==> src/rtl/fp_to_fixed_pipe.sv <==
// fp_to_fixed_pipe: pipelined IEEE-754 single -> signed fixed point with rounding and saturation
module fp_to_fixed_pipe #(
    parameter int OUT_W      = 32,
    parameter int FRAC_BITS  = 30,
    parameter int ROUND_MODE = 1
) (
    input  logic             clk,
    input  logic             rst,
    input  logic             clk_en,
    input  logic             in_valid,
    input  logic [31:0]      dataa,
    output logic [OUT_W-1:0] result,
    output logic             out_valid,
    output logic             overflow,
    output logic             nan_flag
);
    localparam logic [1:0]       C_ZERO = 2'd0;
    localparam logic [1:0]       C_NORM = 2'd1;
    localparam logic [1:0]       C_INF  = 2'd2;
    localparam logic [1:0]       C_NAN  = 2'd3;
    localparam logic [OUT_W:0]   LIM    = {2'b01, {(OUT_W-1){1'b0}}};
    localparam logic [OUT_W-1:0] MAX    = {1'b0, {(OUT_W-1){1'b1}}};
    localparam logic [OUT_W-1:0] MIN    = {1'b1, {(OUT_W-1){1'b0}}};

    logic              v1_q, v1_d, s1_q, s1_d;
    logic [1:0]        c1_q, c1_d, cls_in;
    logic [23:0]       m1_q, m1_d;
    logic signed [9:0] sh1_q, sh1_d;

    logic              v2_q, v2_d, s2_q, s2_d, g2_q, g2_d, st2_q, st2_d, po2_q, po2_d;
    logic [1:0]        c2_q, c2_d;
    logic [OUT_W:0]    mag2_q, mag2_d;

    logic              ov_q, ov_d, ovf_q, ovf_d, nan_q, nan_d;
    logic [OUT_W-1:0]  res_q, res_d;

    logic [9:0]        rs;
    logic [47:0]       ext;
    logic [OUT_W:0]    lw, mag_n;
    logic              neg, big_r, po_n, g_n, st_n;

    logic              inc, ovf_num;
    logic [OUT_W+1:0]  rnd;
    logic [OUT_W-1:0]  sat, num, res_n;

    // S1: unpack sign/exponent/mantissa, classify, and compute the alignment shift
    always_comb begin
        cls_in = (dataa[30:23] == 8'd0) ? C_ZERO :
                 (dataa[30:23] == 8'hFF) ? ((|dataa[22:0]) ? C_NAN : C_INF) : C_NORM;
        v1_d   = clk_en ? in_valid : v1_q;
        s1_d   = clk_en ? dataa[31] : s1_q;
        c1_d   = clk_en ? cls_in : c1_q;
        m1_d   = clk_en ? {1'b1, dataa[22:0]} : m1_q;
        sh1_d  = clk_en ? 10'(int'(dataa[30:23]) - 150 + FRAC_BITS) : sh1_q;
    end

    // S2: align the mantissa into the magnitude, keeping guard/sticky and a pre-overflow flag
    always_comb begin
        neg    = sh1_q[9];
        rs     = -sh1_q;
        ext    = {m1_q, 24'd0} >> rs[4:0];
        lw     = (OUT_W+1)'(m1_q) << sh1_q[8:0];
        big_r  = int'(rs) >= 25;
        po_n   = int'(sh1_q) + 23 > OUT_W;
        mag_n  = !neg ? lw : big_r ? '0 : (OUT_W+1)'(ext[47:24]);
        g_n    = neg && !big_r && ext[23];
        st_n   = neg && (big_r ? |m1_q : |ext[22:0]);
        v2_d   = clk_en ? v1_q : v2_q;
        s2_d   = clk_en ? s1_q : s2_q;
        c2_d   = clk_en ? c1_q : c2_q;
        mag2_d = clk_en ? mag_n : mag2_q;
        g2_d   = clk_en ? g_n : g2_q;
        st2_d  = clk_en ? st_n : st2_q;
        po2_d  = clk_en ? po_n : po2_q;
    end

    // S3: round, apply sign, saturate, and resolve special classes; bubbles drive zeros
    always_comb begin
        inc     = (ROUND_MODE == 1) && g2_q && (st2_q || mag2_q[0]);
        rnd     = {1'b0, mag2_q} + (OUT_W+2)'(inc);
        ovf_num = po2_q || (s2_q ? rnd > {1'b0, LIM} : rnd >= {1'b0, LIM});
        sat     = s2_q ? MIN : MAX;
        num     = ovf_num ? sat : s2_q ? OUT_W'(-rnd) : rnd[OUT_W-1:0];
        res_n   = (c2_q == C_NORM) ? num : (c2_q == C_INF) ? sat : '0;
        ov_d    = clk_en ? v2_q : ov_q;
        res_d   = clk_en ? (v2_q ? res_n : '0) : res_q;
        ovf_d   = clk_en ? (v2_q && ((c2_q == C_NORM) ? ovf_num : (c2_q == C_INF))) : ovf_q;
        nan_d   = clk_en ? (v2_q && (c2_q == C_NAN)) : nan_q;
    end

    // Pipeline registers; reset wins over clk_en and drops every in-flight sample
    always_ff @(posedge clk) begin
        if (!rst) begin
            v1_q   <= 1'b0;
            s1_q   <= 1'b0;
            c1_q   <= C_ZERO;
            m1_q   <= '0;
            sh1_q  <= '0;
            v2_q   <= 1'b0;
            s2_q   <= 1'b0;
            c2_q   <= C_ZERO;
            mag2_q <= '0;
            g2_q   <= 1'b0;
            st2_q  <= 1'b0;
            po2_q  <= 1'b0;
            ov_q   <= 1'b0;
            res_q  <= '0;
            ovf_q  <= 1'b0;
            nan_q  <= 1'b0;
        end else begin
            v1_q   <= v1_d;
            s1_q   <= s1_d;
            c1_q   <= c1_d;
            m1_q   <= m1_d;
            sh1_q  <= sh1_d;
            v2_q   <= v2_d;
            s2_q   <= s2_d;
            c2_q   <= c2_d;
            mag2_q <= mag2_d;
            g2_q   <= g2_d;
            st2_q  <= st2_d;
            po2_q  <= po2_d;
            ov_q   <= ov_d;
            res_q  <= res_d;
            ovf_q  <= ovf_d;
            nan_q  <= nan_d;
        end
    end

    assign result    = res_q;
    assign out_valid = ov_q;
    assign overflow  = ovf_q;
    assign nan_flag  = nan_q;
endmodule
==> config.mk <==
export PLATFORM = sky130hd
export DESIGN_NAME = fp_to_fixed_pipe
export DESIGN_NICKNAME = d
export VERILOG_FILES = /design/src/rtl/fp_to_fixed_pipe.sv
export SDC_FILE = /design/constraint.sdc
export NUM_CORES = 1
export LEC_CHECK = 0
export BUFFER_PORTS_ARGS = -buffer_cell sky130_fd_sc_hd__buf_2
export CORE_MARGIN = 2
export CORE_UTILIZATION = 64
export DETAILED_ROUTE_END_ITERATION = 8
export PLACE_DENSITY = 0.88
export SLEW_MARGIN = 20
export SYNTH_ARGS = -nofsm -noshare
export SYNTH_HDL_FRONTEND = slang
export SYNTH_SLANG_ARGS = --single-unit
==> constraint.sdc <==
create_clock -name clk -period 6.35 [get_ports clk]
set_input_delay 0.635 -clock clk [delete_from_list [all_inputs] [get_ports clk]]
set_output_delay 0.635 -clock clk [all_outputs]
set_load 0.01 [all_outputs]
# Word level (Yosys, flattened, before mapping)
# Cells that the tools add are included.
# word_totals
register_bits	113
elab_cells	59
# classes
n_addsub	6
muxes	14
order_cmp	4
reduce_logical	13
n_shift	2
eq_ne	4
# ops
cell	n
$mux 32	6
$shr 48x5->48	1
$reduce_or 23->1	2
$add 33x1->34	1
$ge 34x32->1 const B	1
$gt 34x32->1 const B	1
$mux 33	1
$shl 24x9->33	1
$neg 32->32	1
$mux 24	1
$reduce_or 24->1	1
$add 10x6->11 const B	1
$gt 11x7->1 const B	1
$add 9x6->10 const B	1
$ge 10x5->1 const B	1
$neg 10->10	1
$sub 8x8->9 const B	1
$eq 8x8->1 const B	1
$logic_not 8->1	1
$logic_and 1x1->1	6
$eq 2x2->1 const B	2
$mux 1	4
$mux 2	2
$eq 2x1->1 const B	1
other kinds (2)	3

# Logic depth before layout (Yosys ltp)
# Gate-level depths: netlist of the first run.
# logic_depth
ltp_word	9
ltp_mapped	16
depth_no_buf	15

# Worst setup path before layout of the first run
# OpenSTA, ideal clock, no wires.
# synth_timing
kind	flip-flop to flip-flop
from	register mag2_q[0]
to	register res_q[30] (netlist: result[30])
stages_incl_launch_ff	14
t_required_ps	6222
arrival_time_ps	3451
path_buffers	1
path_slack_ps	2771
setup_time_ps	128
path_cell_list	dfxtp_1 -> o21a_1 -> ha_1 -> ha_1 -> nand3_1 -> nor2_1 -> nand2_2 -> or4_1 -> mux2i_1 -> or4b_4 -> o21ba_2 -> buf_6 -> o311ai_1 -> a21boi_1
# synth_between
elab_chain_len	9
elab_cells_between_ends	12
classes_between	add/sub (2); order compare (2); mux (5); reduce/logical (3)
# synth_lines
element	line	source
start, declared	32	logic [OUT_W:0] mag2_q, mag2_d;
start signal, assigned	119	mag2_q <= mag2_d;
$logic_or 1x1->1	79	inc = (ROUND_MODE == 1) && g2_q && (st2_q || mag2_q[0]);
$logic_and 1x1->1	79	
$add 33x1->34 *	80	rnd = {1'b0, mag2_q} + (OUT_W+2)'(inc);
$ge 34x32->1 or $gt 34x32->1 (tied branches)	81	ovf_num = po2_q || (s2_q ? rnd > {1'b0, LIM} : rnd >= {1'b0, LIM});
$mux 1	81	
$logic_or 1x1->1	81	
$mux 32 *	83	num = ovf_num ? sat : s2_q ? OUT_W'(-rnd) : rnd[OUT_W-1:0];
$mux 32 *	84	res_n = (c2_q == C_NORM) ? num : (c2_q == C_INF) ? sat : '0;
$mux 32 *	86	res_d = clk_en ? (v2_q ? res_n : '0) : res_q;
end signal, assigned	124	res_q <= res_d;
end, declared	35	logic [OUT_W-1:0] res_q, res_d;
# Every way passes the cells marked *; elsewhere a longest branch is shown, timed or not.
# A chain may end at the register's enable or synchronous reset.

# Final worst setup path of the first run
# layout_timing
from	register mag2_q[0]
to	register res_q[4] (netlist: result[4])
# Same word-level chain as after synthesis.

==> impl_metrics.env, run 1 <==
export IMPL_utilization=0.7061
export IMPL_worstSkewPairLatency_ns=0.43
export IMPL_start_kind="flip-flop"
export IMPL_synthArstFlopShare=0
export IMPL_synth_xor_area_share=0.04027
export IMPL_ctsResizeCount=0
export IMPL_fin_crit_ns=4.736
export IMPL_critPathArrivalTime_ns=5.04
export IMPL_cts_clk_slew_worst_paths_ns=0.06
export IMPL_gp_routability_congestion=1.009
export IMPL_required_ns=6.66
export IMPL_synth_compound_area_share=0.2234
export IMPL_dieArea_mm2=0.01630
export IMPL_synth_top_family_by_area="simple AND/OR/NAND/NOR gates"
export IMPL_yosysTopAreaCell="dfxtp_1"
export IMPL_grt_usage=0.3883
export IMPL_layout_drive_gt1_share=0.1517
export IMPL_num_io_pins=71
export IMPL_topRoutingLayerUsed="met5"
export IMPL_vias=10410
export IMPL_synth_cell_type_count=79
export IMPL_min_period_over_period=0.7458
export IMPL_hold_class="reg2reg"
export IMPL_power_leakage_uw=0.004005
export IMPL_finalHoldViolations=0
export IMPL_synthSimpleGateAreaFrac=0.2672
export IMPL_cts_htree_levels=4
export IMPL_synth_most_common_cell="nand2_1"
export IMPL_wl_per_cell_um=21.85
export IMPL_wl_met3_mm=3.306
export IMPL_syn_nets=1297
export IMPL_rows=45
export IMPL_grt_pass1_wl_mm=50.40
export IMPL_power_density_mw_per_mm2=232.2
export IMPL_die_width_um=127.7
export IMPL_synth_mux_area_fraction=0.1723
export IMPL_cts_setup_buffers=0
export IMPL_route_detailed_drc=0
export IMPL_grt_max_degree=105
export IMPL_antenna_cells=0
export IMPL_detail_route_first_pass_iterations=8
export IMPL_max_slew_worst_pin_slew_ns=1.007
export IMPL_maxSlewHeadroom=0.3237
export IMPL_synth_fa_ha_area_frac=0.01150
export IMPL_rsz0062_at_grt="no"
export IMPL_numCtsBuffers=17
export IMPL_critPathKind="reg2reg"
export IMPL_ys_seq_elements=113
export IMPL_ant_nets=0
export IMPL_clock_sinks=113
export IMPL_synth_top_cell_area_share=0.2311
export IMPL_cp_max_fo=12
export IMPL_peakVddDrop_uv=216.8
export IMPL_io_buffers=70
export IMPL_wl_met1_mm=12.77
export IMPL_nets=1291
export IMPL_status="complete, no violations"
export IMPL_setup_viol=0
export IMPL_finalSetupTns_ns=0
export IMPL_cts_root_buf="clkbuf_16"
export IMPL_drv_slew=0
export IMPL_core_area_mm2=0.01509
export IMPL_drv_cap=0
export IMPL_syn_inst=1252
export IMPL_finalClockSkew_ns=0.01067
export IMPL_antenna_found_initial=1
export IMPL_die_h_um=127.7
export IMPL_start_util=0.6487
export IMPL_syn2layout_area_growth_pct=8.858
export IMPL_synthTopCellsByCount="146 x nand2_1, 113 x dfxtp_1, 84 x o21ai_0"
export IMPL_end_kind="flip-flop"
export IMPL_synthTopCellsByArea="dfxtp_1 23%, mux4_2 8.1%, mux2i_1 7.6%"
export IMPL_drt_total_wl_mm=31.62
export IMPL_synth_edf_count=0
export IMPL_grt_ovfl_total=0
export IMPL_synth_area_per_cell_um2=7.818
export IMPL_grt_pass1_vias=9600
export IMPL_yosysSeqAreaShare=0.2311
export IMPL_cts_tree="yes"
export IMPL_synth_warning_count=0
export IMPL_max_freq_mhz=211.1
export IMPL_synthesis_area_mm2=0.009788
export IMPL_cts_path_max_buffers=2
export IMPL_synthFlopType="dfxtp_1"
export IMPL_wl_met2_mm=14.37
export IMPL_vias_per_cell=7.195
export IMPL_dp_hpwl_mm=22.06
export IMPL_drt_iter0_markers=1351
export IMPL_hold_buffers=0
routing by layer:
layer  global-route usage  up-vias
met5                    0        -
met4               0.1784        2
met3              0.08389      129
met2               0.5980      709
met1               0.5239     4908
li1                     -     4663
cells in the final DEF, fill, tap and decap left out, types with 10 or more instances in the layout:
| master | n |
|---|---|
| nand2_1 | 146 |
| dfxtp_1 | 112 |
| o21ai_0 | 84 |
| mux2i_1 | 74 |
| a21oi_1 | 70 |
| buf_2 | 69 |
| nor2_1 | 64 |
| nand3_1 | 61 |
| nor2b_1 | 57 |
| mux4_2 | 35 |
| nor3_1 | 31 |
| xnor2_1 | 30 |
| a21boi_0 | 22 |
| nand4_1 | 20 |
| and2_1 | 18 |
| nor4_1 | 18 |
| o21ai_1 | 18 |
| clkbuf_16 | 17 |
| buf_4 | 16 |
| and3_1 | 15 |
| xor2_1 | 14 |
| inv_1 | 13 |
| nor3b_1 | 13 |
| a31oi_1 | 13 |
| mux2_2 | 13 |
| o22ai_1 | 12 |
| o211ai_1 | 11 |
| o211a_1 | 11 |
| o21a_1 | 10 |
| a22oi_1 | 10 |
| and4_1 | 10 |
power by group:
group          total [µW]  leakage [µW]  internal, µW  switching, µW
Sequential            799      0.000922           736           62.6
Clock                1020      0.000303           630            395
Combinational         651       0.00278           248            402
final cells by class:
type	instances	area [µm²]
multi-input cells	1015	7018
fillers	1192	4434
flip-flops and latches	113	2263
repair buffers	85	465.4
clock buffers	17	425.4
well taps	188	235.2
clock inverters	15	195.2
inverters	14	52.55
registers in the layout, indices dropped and copies added, names as in the netlist:
signal     cells
g2_q           1
po2_q          1
result        32
m1_q          24
overflow       1
nan_flag       1
sh1_q         10
out_valid      1
s1_q           1
c1_q           2
v1_q           1
mag2_q        33
c2_q           2
st2_q          1
s2_q           1
v2_q           1
metrics by stage:
step	power, µW	hold WS (ns)	cells	worst slack [ns]	area (µm²)
global route	2556	0.4514	1447	1.338	10660
floorplan	1273	0.4261	1252	2.771	9788
CTS	2448	0.4410	1447	1.797	10650
detailed placement	1432	0.4310	1415	1.857	10030
global placement	1418	0.4270	1415	1.767	10020
finish	2474	0.4372	1447	1.614	10660
final timing paths:
kind	startpoint	to	slack [ns]	cells past startpoint
worst min register to register	result[31]	result[31]	0.44	2
worst min-delay path	result[31]	result[31]	0.44	2
worst max register to register	mag2_q[0]	result[4]	1.61	13
worst max-delay path	mag2_q[0]	result[4]	1.61	13
logic make-up (layout without fill, tap and decap cells):
kind of cell,after synthesis,count (layout)
buffers and inverters,124,131
xor gates and xnor gates,45,45
muxes,123,123
AOI/OAI and AO/OA,337,337
DFF,113,113
adders and majority gates,9,9
and+or+nand+nor,501,501
worst max-delay path: stages (launching register included):
cell and delay, ns:
dfxtp_1 0.36, o21a_1 0.14, ha_1 0.28, ha_1 0.34
nand3_1 0.21, nor2_1 0.44, nand2_2 0.16, or4_1 0.55
mux2i_1 0.17, nor2b_1 0.57, nor2b_1 0.79, o21ai_0 0.21
a221oi_1 0.30, nor3b_1 0.09
No activity file was read; power rests on OpenSTA's default activity.
==> run 2: changes to the inputs <==
--- a/config.mk
+++ b/config.mk
@@ -5,11 +5,12 @@
 export SDC_FILE = /design/constraint.sdc
 export NUM_CORES = 1
 export LEC_CHECK = 0
+export ABC_AREA = 1
 export BUFFER_PORTS_ARGS = -buffer_cell sky130_fd_sc_hd__buf_2
 export CORE_MARGIN = 2
-export CORE_UTILIZATION = 64
+export CORE_UTILIZATION = 56
 export DETAILED_ROUTE_END_ITERATION = 8
-export PLACE_DENSITY = 0.88
+export PLACE_DENSITY = 0.82
 export SLEW_MARGIN = 20
 export SYNTH_ARGS = -nofsm -noshare
 export SYNTH_HDL_FRONTEND = slang
==> constraint.sdc (replaced) <==
create_clock -name clk -period 3.9 [get_ports clk]
set_input_delay 0.39 -clock clk [delete_from_list [all_inputs] [get_ports clk]]
set_output_delay 0.39 -clock clk [all_outputs]
set_load 0.01 [all_outputs]
==> run 2 against run 1 <==
Compared with the run above: global-route usage shrank 4.7 points; via count grew 5.0%; clock-buffer cell count grew 3; synthesized cell count grew 30%; total power grew 66%; largest power group unchanged.
==> impl_metrics.env, run 2 <==
export IMPL_status="complete, no violations"
export IMPL_drt_total_wl_mm=31.12
export IMPL_hold_ws_ns=0.1912
export IMPL_core_area_mm2=0.01670
export IMPL_num_io_pins=71
export IMPL_layout_drive_gt1_share=0.1175
export IMPL_hold_class="in2reg"
export IMPL_worst_slack_ns=0.5437
export IMPL_synthFlopType="dfxtp_1"
export IMPL_worstSkewPairLatency_ns=0.42
export IMPL_numCtsBuffers=17
export IMPL_start_kind="flip-flop"
export IMPL_syn_nets=1671
export IMPL_grt_max_degree=113
export IMPL_cp_max_fo=31
export IMPL_grt_usage=0.3415
export IMPL_synth_area_per_cell_um2=5.918
export IMPL_antenna_found_initial=0
export IMPL_dp_hpwl_mm=23.42
export IMPL_die_h_um=135.1
export IMPL_cts_htree_levels=4
export IMPL_nets=1692
export IMPL_ant_nets=0
export IMPL_rows=47
export IMPL_drv_slew=0
export IMPL_max_slew_worst_pin_slew_ns=1.081
export IMPL_power_leakage_uw=0.004643
export IMPL_start_util=0.5762
export IMPL_largest_reg_flops=33
export IMPL_synthesis_area_mm2=0.009623
export IMPL_synth_most_common_cell="nand2_1"
export IMPL_cts_root_buf="clkbuf_16"
export IMPL_grt_ovfl_total=0
export IMPL_synthTopCellsByCount="526 x nand2_1, 171 x o21ai_0, 144 x nor2_1"
export IMPL_final_common_cell="nand2_1"
export IMPL_timing_rr_end="result[0]"
export IMPL_wl_per_cell_um=16.55
export IMPL_finalSetupTns_ns=0
export IMPL_rsz0062_at_grt="no"
export IMPL_fin_crit_ns=3.356
export IMPL_end_kind="flip-flop"
export IMPL_reg2reg_setup_slack_ns=0.54
export IMPL_finalHoldViolations=0
export IMPL_syn_inst=1626
export IMPL_top_register="mag2_q"
export IMPL_synth_edf_count=0
export IMPL_clock_sinks=113
export IMPL_synthArstFlopShare=0
export IMPL_drt_iter0_markers=962
export IMPL_yosysSeqAreaShare=0.2351
export IMPL_route_detailed_drc=0
export IMPL_cts_setup_buffers=0
export IMPL_ctsResizeCount=0
export IMPL_startpoint="mag2_q[0]"
export IMPL_max_freq_mhz=298.0
export IMPL_maxSlewHeadroom=0.2794
export IMPL_synthTopCellsByArea="dfxtp_1 24%, nand2_1 21%, o21ai_0 8.9%"
export IMPL_yosysTopAreaCell="dfxtp_1"
export IMPL_die_width_um=135.1
export IMPL_synth_warning_count=0
export IMPL_peakVddDrop_uv=338.4
export IMPL_io_buffers=70
export IMPL_syn2layout_area_growth_pct=9.764
export IMPL_r2r_start="mag2_q[0]"
export IMPL_cts_path_max_buffers=2
export IMPL_grt_pass1_wl_mm=49.31
export IMPL_grt_pass1_vias=9757
export IMPL_gp_routability_congestion=1.032
export IMPL_hold_buffers=0
export IMPL_antenna_cells=0
export IMPL_min_period_over_period=0.8606
export IMPL_critPathArrivalTime_ns=3.69
export IMPL_ys_seq_elements=113
export IMPL_fillers=1649
export IMPL_setup_viol=0
export IMPL_synth_top_cell_area_share=0.2351
export IMPL_cts_clk_slew_worst_paths_ns=0.06
export IMPL_finalClockSkew_ns=0.01081
export IMPL_layout_common_cells="526 x nand2_1, 171 x o21ai_0, 143 x nor2_1"
export IMPL_pre_cts_ws_ns=0.5332
export IMPL_cts_tree="yes"
export IMPL_detail_route_first_pass_iterations=7
export IMPL_ff2ff_path_depth=21
export IMPL_power_density_mw_per_mm2=389.5
export IMPL_dieArea_mm2=0.01825
export IMPL_synth_cell_type_count=56
export IMPL_worstSetupEndpoint="result[0]"
export IMPL_drv_cap=0
export IMPL_vias=10930
export IMPL_required_ns=4.23
export IMPL_vias_per_cell=5.815
export IMPL_critPathKind="reg2reg"
==> run 2: worst min-delay path by stage <==
stage / start / endpoint / slack, ns / depth (start not counted)
6_report: in_valid / v1_q / 0.19 / 3
5_1_grt: in_valid / v1_q / 0.22 / 3
4_1_cts: in_valid / v1_q / 0.18 / 3
3_5_place_dp: result[19] / result[19] / 0.45 / 2
3_3_place_gp: out_valid / out_valid / 0.45 / 2
2_1_floorplan: c1_q[0] / c1_q[0] / 0.44 / 2
==> run 2: logic make-up (layout without fill, tap and decap cells) <==
| kind of cell | Yosys count | in the layout | synth area share |
|---|---|---|---|
| XOR/XNOR | 30 | 30 | 0.02808 |
| AO/OA/AOI/OAI | 370 | 370 | 0.2206 |
| flip-flops | 113 | 113 | 0.2351 |
| buffers and inverters | 227 | 261 | 0.1004 |
| multiplexers | 22 | 22 | 0.02288 |
| AND/OR/NAND/NOR | 855 | 855 | 0.3812 |
| adder cells (fa/ha/maj) | 9 | 9 | 0.01170 |
==> run 2: metal layers <==
metal / global-route usage / vias up / share of wire
met5: 0 / - / 0
met4: 0.1771 / 0 / 0.052
met3: 0.05180 / 102 / 0.066
met2: 0.5750 / 476 / 0.47
met1: 0.4228 / 4935 / 0.41
li1: - / 5420 / -
==> run 2: layout make-up <==
cell class | count | area, µm² | area share
sequential | 113 | 2262 | 0.2142
tap | 220 | 275.3 | 0.02606
timing repair buffer | 90 | 504.2 | 0.04774
multi-input combinational | 1286 | 6409 | 0.6067
inverter | 139 | 521.8 | 0.04940
clock buffer | 20 | 456.7 | 0.04324
clock inverter | 12 | 133.9 | 0.01267
==> run 2: where the power goes <==
| part | switching (µW) | internal [µW] | leakage, µW |
|---|---|---|---|
| clock | 588 | 974 | 0.000275 |
| combinational | 876 | 393 | 0.00344 |
| sequential | 68.2 | 1210 | 0.000926 |
| total | 1530 | 2580 | 0.00464 |
==> run 2: worst max-delay path, stage by stage (launching register included) <==
cell	delay (ns)
dfxtp_1	0.35
o21a_1	0.12
ha_1	0.20
ha_1	0.23
nand2_2	0.12
nor2_8	0.19
nand3_1	0.16
nand2_1	0.10
nand2_1	0.12
inv_1	0.11
nand2_1	0.06
nor2_1	0.12
nand2_2	0.10
nor2_2	0.10
nand3_2	0.11
nand2_2	0.10
nand2_4	0.17
nand2_4	0.37
o21ai_0	0.15
nand2_1	0.08
nand2_1	0.05
a21oi_1	0.16
==> run 2: through the flow <==
stage / instance area [µm²] / cells / power, µW / utilization
floorplan: 9623 / 1626 / 2216 / -
global placement: 9961 / 1848 / 2524 / 0.5964
detailed placement: 9968 / 1848 / 2534 / 0.5969
CTS: 10560 / 1880 / 4091 / 0.6322
global route: 10560 / 1880 / 4316 / 0.6325
finish: 10560 / 1880 / 4114 / 0.6325
